$ cat src/rtl/ram_arbiter.sv
// Two-requester single-port RAM arbiter: instruction fetch vs. load/store, one transaction in flight.
// Optional starvation guard for fetch is enabled by defining ARB_STARVE_GUARD_EN.
`ifndef ADDR_WIDTH
`define ADDR_WIDTH 32
`endif
`ifndef DATA_WIDTH
`define DATA_WIDTH 32
`endif
`ifndef ZERO
`define ZERO '0
`endif

// state  | meaning
// IDLE   | no transaction in flight; grant a pending request this cycle
// WAIT_I | fetch granted last cycle; RAM data returns, pulse inst_ack_o
// WAIT_D | load/store granted last cycle; pulse data_ack_o
module ram_arbiter #(
   parameter int STARVE_LIMIT = 4
) (
   input  logic                   clk_i,
   input  logic                   rst_i,
   input  logic                   inst_req_i,
   input  logic [`ADDR_WIDTH-1:0] inst_addr_i,
   output logic                   inst_ack_o,
   output logic [`DATA_WIDTH-1:0] inst_rdata_o,
   input  logic                   data_req_i,
   input  logic                   data_we_i,
   input  logic [`ADDR_WIDTH-1:0] data_addr_i,
   input  logic [`DATA_WIDTH-1:0] data_wdata_i,
   output logic                   data_ack_o,
   output logic [`DATA_WIDTH-1:0] data_rdata_o,
   output logic                   ram_en_o,
   output logic                   ram_we_o,
   output logic [`ADDR_WIDTH-1:0] ram_addr_o,
   output logic [`DATA_WIDTH-1:0] ram_wdata_o,
   input  logic [`DATA_WIDTH-1:0] ram_rdata_i
);

   typedef enum logic [1:0] {IDLE, WAIT_I, WAIT_D} state_t;

   state_t state_q, state_d;
   logic   we_q, we_d;
   logic   starve_hit;
   logic   grant_data;
   logic   grant_inst;

   if (STARVE_LIMIT < 1 || STARVE_LIMIT > 15) begin : g_limit_check
      $error("ram_arbiter: STARVE_LIMIT must be within 1..15");
   end

`ifdef ARB_STARVE_GUARD_EN
   logic [3:0] cnt_q, cnt_d;

   assign starve_hit = (cnt_q == 4'(STARVE_LIMIT));

   // Counts data grants that bypassed a waiting fetch; any fetch grant resets it.
   always_comb begin
      cnt_d = cnt_q;
      if (grant_inst) begin
         cnt_d = 4'd0;
      end else if (grant_data && inst_req_i && (cnt_q != 4'd15)) begin
         cnt_d = cnt_q + 4'd1;
      end
   end

   always_ff @(posedge clk_i) begin
      if (rst_i) begin
         cnt_q <= 4'd0;
      end else begin
         cnt_q <= cnt_d;
      end
   end
`else
   assign starve_hit = 1'b0;
`endif

   assign grant_data = (state_q == IDLE) && data_req_i && !(inst_req_i && starve_hit);
   assign grant_inst = (state_q == IDLE) && inst_req_i && !grant_data;

   always_ff @(posedge clk_i) begin
      if (rst_i) begin
         state_q <= IDLE;
         we_q    <= 1'b0;
      end else begin
         state_q <= state_d;
         we_q    <= we_d;
      end
   end

   always_comb begin
      state_d = state_q;
      we_d    = we_q;
      case (state_q)
         IDLE: begin
            if (grant_data) begin
               state_d = WAIT_D;
               we_d    = data_we_i;
            end else if (grant_inst) begin
               state_d = WAIT_I;
               we_d    = 1'b0;
            end
         end
         WAIT_I:  state_d = IDLE;
         WAIT_D:  state_d = IDLE;
         default: state_d = IDLE;
      endcase
   end

   // Outputs are forced to zero during reset even though the state register updates only on the edge.
   always_comb begin
      inst_ack_o   = 1'b0;
      inst_rdata_o = `ZERO;
      data_ack_o   = 1'b0;
      data_rdata_o = `ZERO;
      ram_en_o     = 1'b0;
      ram_we_o     = 1'b0;
      ram_addr_o   = `ZERO;
      ram_wdata_o  = `ZERO;
      if (!rst_i) begin
         case (state_q)
            IDLE: begin
               if (grant_data) begin
                  ram_en_o    = 1'b1;
                  ram_we_o    = data_we_i;
                  ram_addr_o  = data_addr_i;
                  ram_wdata_o = data_wdata_i;
               end else if (grant_inst) begin
                  ram_en_o    = 1'b1;
                  ram_addr_o  = inst_addr_i;
               end
            end
            WAIT_I: begin
               inst_ack_o   = 1'b1;
               inst_rdata_o = ram_rdata_i;
            end
            WAIT_D: begin
               data_ack_o   = 1'b1;
               data_rdata_o = we_q ? `ZERO : ram_rdata_i;
            end
            default: ;
         endcase
      end
   end

endmodule

$ cat config.mk
export PLATFORM = sky130hd
export DESIGN_NAME = ram_arbiter
export DESIGN_NICKNAME = d
export VERILOG_FILES = /design/src/rtl/ram_arbiter.sv
export SDC_FILE = /design/constraint.sdc
export NUM_CORES = 1
export LEC_CHECK = 0
export CAP_MARGIN = 20
export CORE_AREA = 3 3 102 104
export DETAILED_ROUTE_END_ITERATION = 8
export DIE_AREA = 0 0 105 107
export PLACE_DENSITY = 0.58
export SLEW_MARGIN = 25
export SYNTH_ARGS = -nofsm -noshare
export SYNTH_HDL_FRONTEND = slang
export SYNTH_SLANG_ARGS = --single-unit
export TNS_END_PERCENT = 30
$ cat constraint.sdc
create_clock -name clk_i -period 2.5 [get_ports clk_i]
set_input_delay 0.625 -clock clk_i [delete_from_list [all_inputs] [get_ports clk_i]]
set_output_delay 0.625 -clock clk_i [all_outputs]
set_load 0.005 [all_outputs]
Yosys cells after proc, flatten, opt, wreduce, memory -nomap -nowiden. Cells that the tools add are included.

Word-level logic and storage cells: 42. Output and inout port bits: 132. Input bits: 133. Register bits: 3.

Equal/unequal tests: 2. Bitwise operators: 1. Reductions and logical operators: 9. Multiplexer cells: 27.

Operator list (count): 32-bit two-way mux (12); 1-bit two-way mux (13); 2-bit two-way mux (2); 1-bit logical AND (3); 3-bit OR reduction (1); 2-bit by 1-bit == test with 1-bit output, second input constant (1); 2-bit == test, second input constant (1); 2-bit logical NOT (1); 2-bit AND reduction (1); 2-bit nonzero test (1); 2-bit OR reduction (1); 1-bit logical NOT (1); 1-bit inverter (1).

Logic depth before layout (Yosys ltp).
Depth in word-level cells: 8. Gate-level depth with buffers: 4. Depth with buffers taken out: 3.

Worst setup path before layout. No wires, ideal clock.

Path type: input -> output. Start: input rst_i. End: output ram_addr_o[10]. Stages on the path: 4. Data required time: 1875 ps. Data arrival time: 1583 ps. Buffers on the path: 1. Path slack: 292 ps. Cells stage by stage: or3_4 nor3b_4 buf_6 a22o_1.

Longest elaborated chain between the ends: 1.

Ends and longest elaborated chain: from (decl) (line 21) `input logic rst_i,`; 32-bit two-way mux (line 119) `if (!rst_i) begin`; to (decl) (line 34) `` output logic [`ADDR_WIDTH-1:0] ram_addr_o, ``.

No other way between the ends.

Worst setup path in the final report.
Start: input rst_i. End: output ram_addr_o[0].

The elaborated chain is that of the path after synthesis.

==> results.json <==
{
  "coreArea_um2": 9640,
  "drt_first_iter_violations": 46,
  "powerDensity_nw_per_um2": 173,
  "grt_pass1_vias": 2415,
  "setup_viol": 23,
  "cp.arrival_ns": 2.01,
  "rows": 36,
  "grt_pass1_wl_um": 13400,
  "syn_area_um2": 1130,
  "worstMarginPinSlew_ns": 0.240,
  "grt_setup_unrepaired": "yes",
  "ys_seq_area_frac": 0.0533,
  "period_share": 1.05,
  "syn_area_per_cell_um2": 7.08,
  "io_buffers": 264,
  "fin_crit_ns": 2.63,
  "io-pin-count": 265,
  "total_leakage_power_nw": 2.14,
  "relSlewSlack": 0.839,
  "yosys_warnings": 0,
  "nFillCells": 1040,
  "violations": "negative setup slack",
  "clk_latency_ns": 0.22,
  "final_common_cell": "clkdlybuf4s50_1",
  "finalClockSkew_ns": 0.000661,
  "hold_path.class": "flop to flop",
  "cp_slowest_cell": "or3_4",
  "path_class": "input port to output pin",
  "grt_overflow": 0,
  "placed_cells": 550,
  "hpwl_um": 6820,
  "cts_tree": "yes",
  "start_util": 0.117,
  "cpMostUsedCell": "buf_6",
  "end_kind": "output pin",
  "synth_top_area_share": 0.539,
  "slowest_delay_ns": 0.34,
  "yosys.area.top_type": "and2_1",
  "synth_nets": 292,
  "cap_violations": 0,
  "fin_cells": 590,
  "grt_max_degree": 34,
  "maxSlewViolCount": 0,
  "setup_tns_ns": -1.00,
  "dieArea_um2": 11200,
  "synth-seq-cells": 3,
  "routed_wl_um": 9410,
  "cts_num_sinks": 3,
  "fin_nets": 591,
  "preCtsSetupSlack_ns": -0.673,
  "path_cells": "buf_6 -> or3_4 -> nor3b_4 -> buf_6 -> buf_16 -> buf_8 -> buf_6 -> buf_6 -> a22o_1 -> buf_2",
  "syn2layout_area_growth_pct": 269,
  "route.vias.total": 2349,
  "grt_util_all_layers": 0.152,
  "final_cell_mix": "clkdlybuf4s50_1, and2_1, dlygate4sd2_1",
  "drt_first_pass_iters": 4,
  "post-route-util": 0.431,
  "ant_nets": 0,
  "status": "finished, violations left",
  "cts_buffer_depth": 2,
  "ir_drop_v": 0.0000907,
  "antenna_cells": 0,
  "cp.required_ns": 1.88,
  "routed_via_density": 3.98,
  "clk_pin_slew_ns": 0.03,
  "die-height_um": 107,
  "fmax_ghz": 0.380,
  "synth.area.top_cells": "and2_1, a22o_1, dfxtp_1, clkbuf_1, buf_6",
  "drc": 0,
  "drive_above_1_share": 0.278,
  "globalplace.congestion": 0.707,
  "synth_cell_type_count": 16,
  "synth_cells": 159,
  "root_buffer": "clkbuf_8",
  "hold_viol": 0,
  "wl_per_cell_um": 16.0,
  "path_max_fanout": 4,
  "die_x_um": 105,
  "fin_ws_ns": -0.134,
  "hold_buffers": 0,
  "numCtsBuffers": 3,
  "ctsHtreeMaxLevel": 1,
  "startpoint_type": "input port",
  "antenna_found_initial": 1
}
-- area by class of cell --
type	instances	area [um2]	share of cell area
clock buffer	4	45.0	0.0108
timing repair buffer	310	2870	0.690
multi-input combinational	140	1010	0.244
sequential	3	60.1	0.0145
tap	133	166	0.0400
-- where the power goes --
part,internal [mW],total [mW],switching (mW)
logic,0.365,0.520,0.156
registers,0.0509,0.0522,0.00131
clock network,0.109,0.145,0.0355
total,0.524,0.717,0.193
-- worst paths after layout --
kind | slack (ns) | to | from | cells after the start
max | -0.13 | ram_addr_o[0] | rst_i | 10
min | 0.47 | we_q | we_q | 2
max reg2reg | 1.06 | state_q[0] | state_q[1] | 6
min reg2reg | 0.47 | we_q | we_q | 2
-- through the flow --
step / total power, mW / hold slack [ns] / cell area (um2)
floorplan: 0.164 / 0.441 / 1130
global placement: 0.551 / 0.461 / 3990
detailed placement: 0.553 / 0.461 / 3990
CTS: 0.732 / 0.465 / 4220
global route: 0.763 / 0.507 / 4160
finish: 0.717 / 0.465 / 4160
-- layer usage --
layer,track usage,routed length [um],vias up
li1,-,-,1135
met1,0.150,3440,1048
met2,0.311,5020,162
met3,0.0494,915,4
met4,0.0178,36,0
met5,0,0,-
-- cells in the mapped netlist, drive strengths merged --
cell type   n
and2       97
a22o       32
clkbuf     10
buf         6
dfxtp       3
nor3b       3
nor2        2
and2b       1
nand2b      1
nor3        1
nor4b       1
o21bai      1
or3         1
-- repair_timing --
item / 4_1_cts / 5_1_grt
resized for setup: 303 / 68
pin swaps: 12 / 11
endpoints found under the setup margin: 132 / 67
cloned: 6 / 1
buffers inserted: 28 / 6
-- sequential cells by signal, summed over array words and instances (netlist names) --
register,count
state_q,2
we_q,1
-- cells by family after synthesis --
logic type,Yosys count,share of synthesized area
buffers and inverters,16,0.0756
DFF,3,0.0533
and+or+nand+nor,107,0.616
AOI/OAI and AO/OA,33,0.256
-- critical path, delay by kind of cell --
| family | cells | cell delay (ns) |
|---|---|---|
| compound gates | 1 | 0.10 |
| buf+inv | 7 | 0.71 |
| simple gates | 2 | 0.56 |
Note: power is estimated with default switching activity, not from simulation.
